## src/rtl/s_axi_control_mc_if.sv

```systemverilog
// s_axi_control_mc_if: AXI4-Lite bundle for the multi-channel control slave.
interface s_axi_control_mc_if #(
  parameter int ADDR_W = 8,
  parameter int DATA_W = 32
) ();
  logic [ADDR_W-1:0]   AWADDR;
  logic                AWVALID;
  logic                AWREADY;
  logic [DATA_W-1:0]   WDATA;
  logic [DATA_W/8-1:0] WSTRB;
  logic                WVALID;
  logic                WREADY;
  logic [1:0]          BRESP;
  logic                BVALID;
  logic                BREADY;
  logic [ADDR_W-1:0]   ARADDR;
  logic                ARVALID;
  logic                ARREADY;
  logic [DATA_W-1:0]   RDATA;
  logic [1:0]          RRESP;
  logic                RVALID;
  logic                RREADY;
  modport master (
    output AWADDR, AWVALID, WDATA, WSTRB, WVALID, BREADY, ARADDR, ARVALID, RREADY,
    input  AWREADY, WREADY, BRESP, BVALID, ARREADY, RDATA, RRESP, RVALID
  );
  modport slave (
    input  AWADDR, AWVALID, WDATA, WSTRB, WVALID, BREADY, ARADDR, ARVALID, RREADY,
    output AWREADY, WREADY, BRESP, BVALID, ARREADY, RDATA, RRESP, RVALID
  );
endinterface

```

## src/rtl/s_axi_control_mc.sv

```systemverilog
// s_axi_control_mc: AXI4-Lite control slave with NUM_CH descriptor sets, auto-restart,
// maskable level interrupt and SLVERR on unmapped addresses.
module s_axi_control_mc #(
  parameter int C_S_AXI_ADDR_WIDTH = 8,
  parameter int C_S_AXI_DATA_WIDTH = 32,
  parameter int NUM_CH = 4
) (
  input  logic                  ACLK,
  input  logic                  ARESETN,
  s_axi_control_mc_if.slave     s_axi,
  output logic [NUM_CH-1:0]     user_start,
  input  logic [NUM_CH-1:0]     user_done,
  input  logic [NUM_CH-1:0]     user_idle,
  output logic [32*NUM_CH-1:0]  byte_len,
  output logic [32*NUM_CH-1:0]  src_addr,
  output logic [32*NUM_CH-1:0]  dst_addr,
  output logic                  interrupt
);
  typedef enum logic [1:0] {WRIDLE, WRDATA, WRRESP} wstate_t;
  typedef enum logic {RDIDLE, RDDATA} rstate_t;
  wstate_t wstate, wnext;
  rstate_t rstate, rnext;
  logic [C_S_AXI_ADDR_WIDTH-1:0] awaddr;
  logic [C_S_AXI_DATA_WIDTH-1:0] rdata, rmux;
  logic [7:0] waddr, raddr;
  logic [31:0] wdata, wmask;
  logic [3:0] wstrb;
  logic aw_hs, w_hs, ar_hs, w_ok, r_ok, wr, gie;
  logic [1:0] bresp, rresp;
  logic [NUM_CH-1:0] ier, isr, start, done, idle, auto_rs;
  logic [NUM_CH-1:0] ctrl_we, len_we, src_we, dst_we, done_clr, isr_tow;
  logic [NUM_CH-1:0][31:0] len_r, src_r, dst_r;

  function automatic logic mapped(input logic [7:0] a);
    return a[1:0] == 2'b00 && {1'b0, a} < 9'(16 + 16 * NUM_CH);
  endfunction

  assign awaddr = s_axi.AWADDR;
  assign raddr = s_axi.ARADDR[7:0];
  assign wdata = s_axi.WDATA;
  assign wstrb = s_axi.WSTRB;
  assign wmask = {{8{wstrb[3]}}, {8{wstrb[2]}}, {8{wstrb[1]}}, {8{wstrb[0]}}};
  assign aw_hs = s_axi.AWVALID && wstate == WRIDLE;
  assign w_hs = s_axi.WVALID && wstate == WRDATA;
  assign ar_hs = s_axi.ARVALID && rstate == RDIDLE;
  assign w_ok = mapped(waddr);
  assign r_ok = mapped(raddr);
  assign wr = w_hs && w_ok;
  assign isr_tow = (wr && waddr == 8'h08) ? wdata[NUM_CH-1:0] & wmask[NUM_CH-1:0] : '0;

  assign s_axi.AWREADY = wstate == WRIDLE;
  assign s_axi.WREADY = wstate == WRDATA;
  assign s_axi.BVALID = wstate == WRRESP;
  assign s_axi.BRESP = bresp;
  assign s_axi.ARREADY = rstate == RDIDLE;
  assign s_axi.RVALID = rstate == RDDATA;
  assign s_axi.RDATA = rdata;
  assign s_axi.RRESP = rresp;
  assign user_start = start;
  assign byte_len = len_r;
  assign src_addr = src_r;
  assign dst_addr = dst_r;

  always_comb begin
    wnext = aw_hs ? WRDATA : w_hs ? WRRESP : (wstate == WRRESP && s_axi.BREADY) ? WRIDLE : wstate;
    rnext = ar_hs ? RDDATA : (rstate == RDDATA && s_axi.RREADY) ? RDIDLE : rstate;
  end

  // Address decode for writes (latched AW address) and reads (live AR address)
  always_comb begin
    ctrl_we = '0;
    len_we = '0;
    src_we = '0;
    dst_we = '0;
    done_clr = '0;
    rmux = '0;
    if (raddr[7:4] == 4'h0)
      rmux = raddr[3:2] == 2'd0 ? 32'(gie) : raddr[3:2] == 2'd1 ? 32'(ier) : raddr[3:2] == 2'd2 ? 32'(isr) : '0;
    for (int c = 0; c < NUM_CH; c++) begin
      ctrl_we[c] = wr && waddr == 8'(16 * c + 16);
      len_we[c] = wr && waddr == 8'(16 * c + 20);
      src_we[c] = wr && waddr == 8'(16 * c + 24);
      dst_we[c] = wr && waddr == 8'(16 * c + 28);
      done_clr[c] = ar_hs && raddr == 8'(16 * c + 16);
      if (raddr[7:4] == 4'(c + 1))
        rmux = raddr[3:2] == 2'd0 ? {24'b0, auto_rs[c], 4'b0, idle[c], done[c], start[c]} :
               raddr[3:2] == 2'd1 ? len_r[c] : raddr[3:2] == 2'd2 ? src_r[c] : dst_r[c];
    end
    if (!r_ok) rmux = '0;
  end

  always_ff @(posedge ACLK or negedge ARESETN) begin
    if (!ARESETN) begin
      wstate <= WRIDLE;
      rstate <= RDIDLE;
      waddr <= '0;
      bresp <= '0;
      rdata <= '0;
      rresp <= '0;
      gie <= 1'b0;
      ier <= '0;
      isr <= '0;
      interrupt <= 1'b0;
      idle <= '0;
      start <= '0;
      done <= '0;
      auto_rs <= '0;
      len_r <= '0;
      src_r <= '0;
      dst_r <= '0;
    end else begin
      wstate <= wnext;
      rstate <= rnext;
      if (aw_hs) waddr <= awaddr[7:0];
      if (w_hs) bresp <= w_ok ? 2'b00 : 2'b10;
      if (ar_hs) begin
        rdata <= rmux;
        rresp <= r_ok ? 2'b00 : 2'b10;
      end
      if (wr && waddr == 8'h00 && wstrb[0]) gie <= wdata[0];
      if (wr && waddr == 8'h04) ier <= (wdata[NUM_CH-1:0] & wmask[NUM_CH-1:0]) | (ier & ~wmask[NUM_CH-1:0]);
      // A done set outranks a same-cycle toggle from the host
      isr <= (user_done & ier) | (isr ^ isr_tow);
      interrupt <= gie && |(isr & ier);
      idle <= user_idle;
      start <= (ctrl_we & {NUM_CH{wstrb[0] && wdata[0]}}) | (start & ~(user_done & ~auto_rs));
      done <= user_done | (done & ~done_clr);
      for (int c = 0; c < NUM_CH; c++) begin
        if (ctrl_we[c] && wstrb[0]) auto_rs[c] <= wdata[7];
        if (len_we[c]) len_r[c] <= (wdata & wmask) | (len_r[c] & ~wmask);
        if (src_we[c]) src_r[c] <= (wdata & wmask) | (src_r[c] & ~wmask);
        if (dst_we[c]) dst_r[c] <= (wdata & wmask) | (dst_r[c] & ~wmask);
      end
    end
  end
endmodule

```

## src/flat_wrapper.sv

```systemverilog
// flat-port wrapper written by rule: the top's interface ports become plain ports
module s_axi_control_mc_flat 
#(
  parameter int C_S_AXI_ADDR_WIDTH = 8,
  parameter int C_S_AXI_DATA_WIDTH = 32,
  parameter int NUM_CH = 4
)
  (ACLK, ARESETN, user_start, user_done, user_idle, byte_len, src_addr, dst_addr, interrupt, s_axi_AWADDR, s_axi_AWVALID, s_axi_WDATA, s_axi_WSTRB, s_axi_WVALID, s_axi_BREADY, s_axi_ARADDR, s_axi_ARVALID, s_axi_RREADY, s_axi_AWREADY, s_axi_WREADY, s_axi_BRESP, s_axi_BVALID, s_axi_ARREADY, s_axi_RDATA, s_axi_RRESP, s_axi_RVALID);
  s_axi_control_mc_if #(.ADDR_W(8), .DATA_W(32)) s_axi_i ();
  input  logic ACLK;
  input  logic ARESETN;
  output logic [NUM_CH-1:0] user_start;
  input  logic [NUM_CH-1:0] user_done;
  input  logic [NUM_CH-1:0] user_idle;
  output logic [32*NUM_CH-1:0] byte_len;
  output logic [32*NUM_CH-1:0] src_addr;
  output logic [32*NUM_CH-1:0] dst_addr;
  output logic interrupt;
  input wire logic [$bits(s_axi_i.AWADDR)-1:0] s_axi_AWADDR;
  input wire logic [$bits(s_axi_i.AWVALID)-1:0] s_axi_AWVALID;
  input wire logic [$bits(s_axi_i.WDATA)-1:0] s_axi_WDATA;
  input wire logic [$bits(s_axi_i.WSTRB)-1:0] s_axi_WSTRB;
  input wire logic [$bits(s_axi_i.WVALID)-1:0] s_axi_WVALID;
  input wire logic [$bits(s_axi_i.BREADY)-1:0] s_axi_BREADY;
  input wire logic [$bits(s_axi_i.ARADDR)-1:0] s_axi_ARADDR;
  input wire logic [$bits(s_axi_i.ARVALID)-1:0] s_axi_ARVALID;
  input wire logic [$bits(s_axi_i.RREADY)-1:0] s_axi_RREADY;
  output wire logic [$bits(s_axi_i.AWREADY)-1:0] s_axi_AWREADY;
  output wire logic [$bits(s_axi_i.WREADY)-1:0] s_axi_WREADY;
  output wire logic [$bits(s_axi_i.BRESP)-1:0] s_axi_BRESP;
  output wire logic [$bits(s_axi_i.BVALID)-1:0] s_axi_BVALID;
  output wire logic [$bits(s_axi_i.ARREADY)-1:0] s_axi_ARREADY;
  output wire logic [$bits(s_axi_i.RDATA)-1:0] s_axi_RDATA;
  output wire logic [$bits(s_axi_i.RRESP)-1:0] s_axi_RRESP;
  output wire logic [$bits(s_axi_i.RVALID)-1:0] s_axi_RVALID;
  assign s_axi_i.AWADDR = s_axi_AWADDR;
  assign s_axi_i.AWVALID = s_axi_AWVALID;
  assign s_axi_i.WDATA = s_axi_WDATA;
  assign s_axi_i.WSTRB = s_axi_WSTRB;
  assign s_axi_i.WVALID = s_axi_WVALID;
  assign s_axi_i.BREADY = s_axi_BREADY;
  assign s_axi_i.ARADDR = s_axi_ARADDR;
  assign s_axi_i.ARVALID = s_axi_ARVALID;
  assign s_axi_i.RREADY = s_axi_RREADY;
  assign s_axi_AWREADY = s_axi_i.AWREADY;
  assign s_axi_WREADY = s_axi_i.WREADY;
  assign s_axi_BRESP = s_axi_i.BRESP;
  assign s_axi_BVALID = s_axi_i.BVALID;
  assign s_axi_ARREADY = s_axi_i.ARREADY;
  assign s_axi_RDATA = s_axi_i.RDATA;
  assign s_axi_RRESP = s_axi_i.RRESP;
  assign s_axi_RVALID = s_axi_i.RVALID;
  s_axi_control_mc #(.C_S_AXI_ADDR_WIDTH(C_S_AXI_ADDR_WIDTH), .C_S_AXI_DATA_WIDTH(C_S_AXI_DATA_WIDTH), .NUM_CH(NUM_CH)) u_core (.ACLK(ACLK), .ARESETN(ARESETN), .s_axi(s_axi_i), .user_start(user_start), .user_done(user_done), .user_idle(user_idle), .byte_len(byte_len), .src_addr(src_addr), .dst_addr(dst_addr), .interrupt(interrupt));
endmodule
```

## config.mk

```make
export PLATFORM = sky130hd
export DESIGN_NAME = s_axi_control_mc_flat
export DESIGN_NICKNAME = d
export VERILOG_FILES = /design/src/rtl/s_axi_control_mc_if.sv /design/src/rtl/s_axi_control_mc.sv /design/src/flat_wrapper.sv
export SDC_FILE = /design/constraint.sdc
export NUM_CORES = 1
export LEC_CHECK = 0
export BUFFER_PORTS_ARGS = -buffer_cell sky130_fd_sc_hd__buf_2
export CORE_MARGIN = 2
export CORE_UTILIZATION = 59
export DETAILED_ROUTE_END_ITERATION = 16
export PLACE_DENSITY_LB_ADDON = 0.2
export SLEW_MARGIN = 30
export SYNTH_ARGS = -nofsm -noshare
export SYNTH_HDL_FRONTEND = slang
export SYNTH_SLANG_ARGS = --single-unit
```

## constraint.sdc

```tcl
create_clock -name ACLK -period 5.8 [get_ports ACLK]
set_input_delay 1.16 -clock ACLK [delete_from_list [all_inputs] [get_ports ACLK]]
set_output_delay 1.16 -clock ACLK [all_outputs]
set_load 0.02 [all_outputs]
```

==> run metrics <==
Startpoint Class=input port; Routed WL=between 70,000 and 80,000 um; first-pass GRT wire length=between 100,000 and 150,000 um; largest net degree at the start of global routing=135; final estimated routing congestion in global placement=0.902; grt total ovfl=0; share of layout cells above drive strength 1=49.5%; Crit-path slowest cell=buf_12; FMAX=0.319 GHz; flops & latches, synth=around 460; CTS tree=built; post-route ant nets=0; leakage power=14.0 nW; Setup-failing EPs final=0; Die W=197 um; Final nets=2,208; CP Cell Sequence=buf_8 -> buf_16 -> buf_12 -> mux2i_1 -> mux4_2 -> nor2_1 -> a211oi_1 -> o21ai_0; Min Hold Slack=0.460 ns; yosys synthesis warning count=0; RSZ-0062 raised after global routing=false; R2R depth=5; Max-slew headroom=29.7%; Final Critical Period=3.14 ns; root buf cell=clkbuf_16; WL per Instance=about 27 um; run status=finished clean; number of remaining DRC errors=0; # IOs=497; Vias/cell=between 6 and 7; CTS Buffer Depth=3; 1st-pass router iterations=6; Max-Cap Viols=0; Core ar.=0.0367 mm2; critical path class=input port to flip-flop; Worst Path Required=approximately 6.3 ns; FP Rows=70; Tightest Hold Check Type=input port to asynchronous set/reset pin; antenna violations before repair=3; final max-slew violation count=0; cts bufs inserted=a little under 50; Final HPWL DP=49,200 um; Die Y=197 um; critical path arrival=approximately 3.6 ns; P per Cell Area=272 mW/mm2; clock sinks=455; DRT iter0 DRCs=approximately 1,100; Pwr Total=~0.0072 W; Clock Skew=0.0260 ns; Seq/Total Area, Yosys=between 50% and 60%; syn_area_per_cell=13.0 um2; worst-margin pin slew=1.05 ns; Netlist Area Pre-Place=0.0221 mm2; total number of vias=16,740; Crit path largest cell delay=between 0.5 and 0.6 ns; Post-Synthesis Cells=1,698; CTS clk-pin slew, worst paths=0.06 ns; setup bufs post-CTS=0; initial core utilization=60.1%; period utilization=between 50% and 60%; Hold Buf Count CTS=0; H-tree depth=2; I/O Buffers=between 400 and 500; Clock Latency Late Sink=0.59 ns; worst-path maximum fanout=roughly 100; hold violation count in the final report=0; Core Util, Final=~72%; total track usage=35.9%; vias in the first global route=16,631; endpoint type of the worst setup path=flip-flop; die area=0.0389 mm2; Distinct cells, synth=56; Fin Setup TNS=0 ns; Max VDD drop=0.252 mV; synth-to-layout area growth=19.8%; Resize count post-CTS=0
-- critical path: cells and delay by family --
family                 cells  cell delay, ns
muxes                      2            0.67
and+or+nand+nor            1            0.11
buffers and inverters      3            1.23
AOI/OAI and AO/OA          2            0.25
-- per-stage QoR --
step           cell area [um2]  instances  worst slack, ns
3_3_place_gp             24800       2556             2.24
6_report                 26400       2645             2.66
2_1_floorplan            22100       1699             2.96
3_5_place_dp             24800       2556             2.13
4_1_cts                  26400       2641             2.71
5_1_grt                  26400       2644             2.55
-- logic make-up after synthesis --
kind of cell              synth area share [%]
xor gates and xnor gates                 0.159
other                                   0.0170
DFF                                       51.6
muxes                                     32.3
AOI/OAI and AO/OA                         6.81
buffers and inverters                     2.60
and+or+nand+nor                           6.52
-- final cells by class --
type	instances	area, um2
Inverter	12	45.0
Sequential cell	455	11400
Clock buffer	68	1410
Clock inverter	17	174
Timing Repair Buffer	510	2710
Antenna cell	2	5.00
Tap cell	468	586
Fill cell	2589	10300
Multi-Input combinational cell	1113	10100
-- cell usage in the layout (no fill, tap or decap), types with 23 or more instances in the layout --
cell	synthesis	final
mux2i_1	161	161
nor2b_1	58	58
a21oi_1	61	61
o21ai_0	72	71
dfrtp_1	455	455
mux2_2	396	396
nand2_1	70	70
buf_2	32	491
mux4_2	42	42
nor2_2	23	23
nor2_1	43	43
a211oi_1	80	80
clkbuf_16	0	51
-- synthesized netlist by cell type (all sizes together) --
cell	number	share of area [%]
and4	2	0.079
mux2	405	21
and4bb	1	0.057
nor4	4	0.11
a32o	1	0.045
buf	44	1.1
a221o	4	0.18
o21a	1	0.034
and3b	1	0.040
nand3b	3	0.10
a211o	1	0.040
a21o	4	0.14
a22oi	4	0.14
inv	12	0.20
xor2	4	0.16
or3	1	0.028
or4	1	0.034
o21ai	75	1.7
nand4	1	0.028
or2	1	0.028
nand2	79	1.4
a21boi	1	0.034
a211oi	80	2.7
nand3	14	0.41
and2	1	0.028
dfrtp	455	52
or3b	1	0.040
clkbuf	75	1.3
or4b	3	0.15
nor4b	6	0.40
conb	1	0.017
mux4	42	4.3
a21oi	61	1.4
a22o	3	0.12
nor3	4	0.091
nand2b	1	0.028
a221oi	7	0.28
nor3b	2	0.091
nor2b	58	1.6
mux2i	161	7.3
and3	3	0.085
nor2	70	1.6
-- routing by layer --
| layer | GRT usage [%] | vias to the layer above | share of wire (%) |
|---|---|---|---|
| met1 | 46.6 | 8582 | 39 |
| li1 | - | 7121 | - |
| met2 | 56.7 | 838 | 47 |
| met5 | 0 | - | 0.016 |
| met4 | 17.3 | 2 | 5.2 |
| met3 | 9.08 | 197 | 9.4 |
-- report_power, final --
group | leakage, nW | internal [W] | switching, W
logic | 6.89 | 0.000234 | 0.000449
registers | 6.29 | 0.00325 | 0.000123
clock network | 0.785 | 0.00183 | 0.00131
-- final timing paths --
path / endpoint / startpoint / slack (ns)
hold / removal: u_core.s_axi.RDATA[3] / ARESETN / 0.46
min in group ACLK: u_core.s_axi.RDATA[31] / u_core.s_axi.RDATA[31] / 0.48
hold reg to reg: u_core.s_axi.RDATA[31] / u_core.s_axi.RDATA[31] / 0.48
setup / recovery: u_core.s_axi.RDATA[21] / s_axi_ARADDR[2] / 2.66
setup reg to reg: flip-flop / u_core.waddr[1] / 2.77
max in group asynchronous: asynchronous set/reset pin / ARESETN / 3.82
No activity file was read; power rests on OpenSTA's default activity.
